File: src/rtl/alu_pkg.sv
// Shared ALU opcode constants and pipeline sizing helper for the pipelined adder.
package alu_pkg;

    localparam logic ALU_OP_ADD = 1'b0;
    localparam logic ALU_OP_SUB = 1'b1;

    // Returns 0 when the width does not split evenly so the caller can reject the configuration.
    function automatic int chunk_width(input int width, input int stages);
        if (stages <= 0 || (width % stages) != 0) begin
            return 0;
        end
        return width / stages;
    endfunction

endpackage

File: src/rtl/Full_Adder.sv
// Single-bit full adder cell, the building block of every adder slice.
module Full_Adder (
    input  logic a,
    input  logic b,
    input  logic c,
    output logic sum,
    output logic carry
);

    assign sum   = a ^ b ^ c;
    assign carry = (a & b) | (c & (a ^ b));

endmodule

File: src/rtl/adder_slice.sv
// Combinational CW-bit ripple adder built from chained Full_Adder cells.
module adder_slice #(
    parameter int CW = 8
) (
    input  logic [CW-1:0] num_1,
    input  logic [CW-1:0] num_2,
    input  logic          c,
    output logic [CW-1:0] sum,
    output logic          carry
);

    // Each bit owns its own carry nets so the ripple is a plain chain of distinct signals.
    for (genvar i = 0; i < CW; i++) begin : g_bit
        logic ci;
        logic co;
        if (i == 0) begin : g_first
            assign ci = c;
        end else begin : g_next
            assign ci = g_bit[i-1].co;
        end
        Full_Adder u_fa (
            .a     (num_1[i]),
            .b     (num_2[i]),
            .c     (ci),
            .sum   (sum[i]),
            .carry (co)
        );
    end

    assign carry = g_bit[CW-1].co;

endmodule

File: src/rtl/pipelined_adder.sv
// WIDTH-bit add/subtract unit with the carry chain split into STAGES registered chunks.
// Define ADDER_OVERFLOW_FLAG_EN to add the signed-overflow output ovf.
module pipelined_adder
    import alu_pkg::*;
#(
    parameter int WIDTH  = 32,
    parameter int STAGES = 4
) (
    input  logic             clk,
    input  logic             rst_n,
    input  logic             in_valid,
    output logic             in_ready,
    input  logic [WIDTH-1:0] num_1,
    input  logic [WIDTH-1:0] num_2,
    input  logic             c,
    input  logic             sub,
    output logic             out_valid,
    input  logic             out_ready,
    output logic [WIDTH-1:0] sum,
    output logic             carry
`ifdef ADDER_OVERFLOW_FLAG_EN
    ,
    output logic             ovf
`endif
);

    localparam int CW = chunk_width(WIDTH, STAGES);

    if (CW == 0) begin : g_bad_cfg
        $error("pipelined_adder: WIDTH must be a non-zero multiple of STAGES");
    end

    // Per-stage registers; operands shift down by CW and finished chunks enter the sum from the top.
    logic [WIDTH-1:0] a_q [STAGES];
    logic [WIDTH-1:0] b_q [STAGES];
    logic [WIDTH-1:0] s_q [STAGES];
    logic             c_q [STAGES];
    logic             v_q [STAGES];

    logic [WIDTH-1:0] op_a [STAGES];
    logic [WIDTH-1:0] op_b [STAGES];
    logic [WIDTH-1:0] part [STAGES];
    logic             op_c [STAGES];
    logic             op_v [STAGES];
    logic [CW-1:0]    chunk_sum   [STAGES];
    logic             chunk_carry [STAGES];
    logic [STAGES:0]  rdy;

    always_comb begin
        rdy[STAGES] = out_ready;
        for (int k = STAGES - 1; k >= 0; k--) begin
            rdy[k] = !v_q[k] || rdy[k+1];
        end
    end

    for (genvar k = 0; k < STAGES; k++) begin : g_stage
        if (k == 0) begin : g_head
            assign op_a[k] = num_1;
            assign op_b[k] = (sub == ALU_OP_ADD) ? num_2 : ~num_2;
            assign op_c[k] = (sub == ALU_OP_SUB) ? 1'b1 : c;
            assign op_v[k] = in_valid;
            assign part[k] = '0;
        end else begin : g_body
            assign op_a[k] = a_q[k-1];
            assign op_b[k] = b_q[k-1];
            assign op_c[k] = c_q[k-1];
            assign op_v[k] = v_q[k-1];
            assign part[k] = s_q[k-1];
        end

        adder_slice #(.CW(CW)) u_slice (
            .num_1 (op_a[k][CW-1:0]),
            .num_2 (op_b[k][CW-1:0]),
            .c     (op_c[k]),
            .sum   (chunk_sum[k]),
            .carry (chunk_carry[k])
        );

        always_ff @(posedge clk or negedge rst_n) begin
            if (!rst_n) begin
                v_q[k] <= 1'b0;
                a_q[k] <= '0;
                b_q[k] <= '0;
                s_q[k] <= '0;
                c_q[k] <= 1'b0;
            end else if (rdy[k]) begin
                v_q[k] <= op_v[k];
                if (op_v[k]) begin
                    a_q[k] <= op_a[k] >> CW;
                    b_q[k] <= op_b[k] >> CW;
                    s_q[k] <= (WIDTH'(chunk_sum[k]) << (WIDTH - CW)) | (part[k] >> CW);
                    c_q[k] <= chunk_carry[k];
                end
            end
        end
    end

    assign in_ready  = rdy[0];
    assign out_valid = v_q[STAGES-1];
    assign sum       = s_q[STAGES-1];
    assign carry     = c_q[STAGES-1];

`ifdef ADDER_OVERFLOW_FLAG_EN
    // Carry into the MSB is recovered from the MSB operand bits and the MSB result bit.
    logic ovf_next;
    logic ovf_q;

    assign ovf_next = (op_a[STAGES-1][CW-1] ^ op_b[STAGES-1][CW-1] ^ chunk_sum[STAGES-1][CW-1])
                      ^ chunk_carry[STAGES-1];

    always_ff @(posedge clk or negedge rst_n) begin
        if (!rst_n) begin
            ovf_q <= 1'b0;
        end else if (rdy[STAGES-1] && op_v[STAGES-1]) begin
            ovf_q <= ovf_next;
        end
    end

    assign ovf = ovf_q;
`endif

endmodule
File: config.mk
export PLATFORM = sky130hd
export DESIGN_NAME = pipelined_adder
export DESIGN_NICKNAME = d
export VERILOG_FILES = /design/src/rtl/alu_pkg.sv /design/src/rtl/Full_Adder.sv /design/src/rtl/adder_slice.sv /design/src/rtl/pipelined_adder.sv
export SDC_FILE = /design/constraint.sdc
export NUM_CORES = 1
export LEC_CHECK = 0
export BUFFER_PORTS_ARGS = -buffer_cell sky130_fd_sc_hd__clkbuf_2
export CORE_MARGIN = 8
export CORE_UTILIZATION = 58
export CTS_CLUSTER_DIAMETER = 200
export DETAILED_ROUTE_END_ITERATION = 8
export GPL_ROUTABILITY_DRIVEN = 0
export PLACE_DENSITY_LB_ADDON = 0.08
export SKIP_CTS_REPAIR_TIMING = 1
export SYNTH_ARGS = -nofsm -noshare
export SYNTH_HDL_FRONTEND = slang
export SYNTH_SLANG_ARGS = --single-unit
File: constraint.sdc
create_clock -name clk -period 5.7 [get_ports clk]
set_input_delay 1.14 -clock clk [delete_from_list [all_inputs] [get_ports clk]]
set_output_delay 1.14 -clock clk [all_outputs]
set_load 0.05 [all_outputs]
==> results_dict.tcl <==
set metrics [dict create \
    syn_inst 507 \
    maxSlewViolCount 0 \
    fin_crit_ns 4.69 \
    grt_pass1_vias 4711 \
    cts_buffers 17 \
    cts_root_buffer "clkbuf_16" \
    synthToLayoutAreaGrowth_pct 15.2 \
    insertion_delay_ns 0.42 \
    timing.final.ws_setup_ns 1.01 \
    drv_cap 0 \
    grt_overflow_total 0 \
    cellPowerDensity_nw_per_um2 513 \
    fin_skew_ns 0.00549 \
    hold_depth 1 \
    ys_seq_elements 184 \
    clk_path_buf_depth 2 \
    port_buffers 104 \
    cts.htree.levels 4 \
    yosysWarnings 0 \
    nNetsFinal 717 \
    dpl.hpwl_um 9700 \
    crit_type "in2reg" \
    synth_area_um2 7990 \
    rsz0062_at_grt "no" \
    tns_ns 0 \
    clock-sinks 184 \
    detail-route-antenna-nets 0 \
    die_area_um2 17800 \
    crit_fanout 4 \
    routed_via_density 5.07 \
    die_w_um 133 \
    crit_required_ns 6.00 \
    hold_viol 0 \
    clock.fmax_ghz 0.213 \
    insertedDiodeCount 0 \
    max-slew-margin-rel 0.182 \
    tightest_slew_ns 1.22 \
    cts_tree "built" \
    syn_avg_cell_area_um2 15.8 \
    yosys.cell_types.count 20 \
    rr_worst_depth 12 \
    drive_above_1_share 0.486 \
    first_pass_iters 4 \
    grt_usage 0.170 \
    min_path_type "reg2reg" \
    wl_per_cell_um 17.5 \
    drt_iter0_markers 164 \
    setup_viol 0 \
    core_area_um2 13700 \
    wl_um 14200 \
    n_fill_cell 1003 \
    grt_antenna_before_repair 0 \
    grt_pass1_wl_um 23700 \
    grt_max_degree 76 \
    finalCritPeriodShare 0.823 \
    status "finished clean" \
    ir_drop_uv 241 \
    rows 43 \
    start_kind "input port" \
    final_util 0.674 \
    pre_cts_ws_ns 0.597 \
    synth.yosys.seq_area_share 0.576 \
    critPathCaptureType "flop" \
    die_h_um 133 \
    synth.net_count 609 \
    start_util 0.585 \
    path_clk_slew_ns 0.06 \
    worst_ep_arrival_time_ns 4.99 \
    leakage_nw 4.33 \
    vias 4099 \
    drc 0 \
    io-pin-count 105 \
]
[flip-flops by register name (all words and copies together) (netlist names)]
register / flops
a_q: 48
b_q: 48
part: 48
sum: 32
c_q: 3
op_v: 3
carry: 1
out_valid: 1
[final cells by class]
| cell class | count | area [µm²] | share of cell area |
|---|---|---|---|
| clock buffer | 23 | 478 | 0.0519 |
| clock inverter | 9 | 50.0 | 0.00544 |
| inverter | 43 | 161 | 0.0175 |
| multi-input combinational | 258 | 3100 | 0.337 |
| sequential | 184 | 4600 | 0.500 |
| tap | 180 | 225 | 0.0245 |
| timing repair buffer | 111 | 582 | 0.0632 |
[stage by stage]
stage          cell area [µm²]  power (mW)  instances  hold WS [ns]
4_1_cts                   9200        4.80        808         0.497
3_5_place_dp              8680        3.74        776         0.483
2_1_floorplan             7990        3.28        507         0.458
6_report                  9200        4.72        808         0.493
3_3_place_gp              8680        3.63        776         0.472
5_1_grt                   9200        5.02        808         0.509
[where the power goes]
part | switching [mW] | internal (mW) | leakage [nW]
Combinational | 0.919 | 0.698 | 1.92
Sequential | 0.262 | 1.79 | 2.14
Clock | 0.463 | 0.586 | 0.262
[synthesized netlist by cell type (all sizes together)]
master | number | share of area
xor2 | 23 | 0.025
nand4b | 1 | 0.0011
nor2 | 1 | 0.00047
nand3b | 1 | 0.00094
fa | 32 | 0.080
nand2b | 5 | 0.0039
mux2 | 162 | 0.24
mux2i | 18 | 0.023
inv | 43 | 0.020
xnor2 | 9 | 0.0099
and4b | 1 | 0.0013
clkbuf | 1 | 0.00047
nand2 | 4 | 0.0019
a21boi | 1 | 0.0014
dfrtp | 184 | 0.58
buf | 21 | 0.017
[cells in the final DEF, fill, tap and decap left out, types with 2 or more instances in the layout]
| cell type | count |
|---|---|
| mux2i_1 | 18 |
| clkinv_2 | 7 |
| nand2b_1 | 5 |
| inv_1 | 43 |
| clkbuf_2 | 103 |
| nand2_2 | 3 |
| clkinvlp_4 | 2 |
| clkbuf_8 | 4 |
| buf_4 | 7 |
| dfrtp_1 | 184 |
| clkbuf_1 | 3 |
| xor2_1 | 23 |
| fa_1 | 32 |
| mux2_4 | 20 |
| xnor2_1 | 9 |
| clkbuf_16 | 17 |
| mux2_2 | 141 |
[cell families after synthesis]
family / after synthesis / synth area share
DFF: 184 / 0.576
muxes: 180 / 0.260
buffers and inverters: 65 / 0.0376
xor gates and xnor gates: 32 / 0.0351
adders and majority gates: 32 / 0.0801
and+or+nand+nor: 13 / 0.00955
AOI/OAI and AO/OA: 1 / 0.00141
[critical path, stage by stage]
cell and delay, ns:
clkbuf_2 0.12, xnor2_1 0.17, fa_1 0.44, fa_1 0.41, fa_1 0.39, fa_1 0.39
fa_1 0.39, fa_1 0.40, fa_1 0.37, inv_1 0.08, fa_1 0.42, mux2_4 0.27
[final timing paths]
check                      startpoint        to  slack, ns
max reg2reg                    c_q[1]   sum[31]       1.54
min                            c_q[3]    c_q[3]       0.49
min reg2reg                    c_q[3]    c_q[3]       0.49
max                               sub  part[95]       1.01
min in group asynchronous       rst_n  a_q[115]       0.73
max in group asynchronous       rst_n  part[60]       3.78
[metal layers]
metal / global-route usage / up-vias / wire [µm]
li1: - / 1901 / -
met3: 0.0478 / 14 / 575
met2: 0.282 / 66 / 7330
met5: 0 / - / 0
met1: 0.208 / 2118 / 6080
met4: 0.0655 / 0 / 179
(Power assumes the default switching activity.)
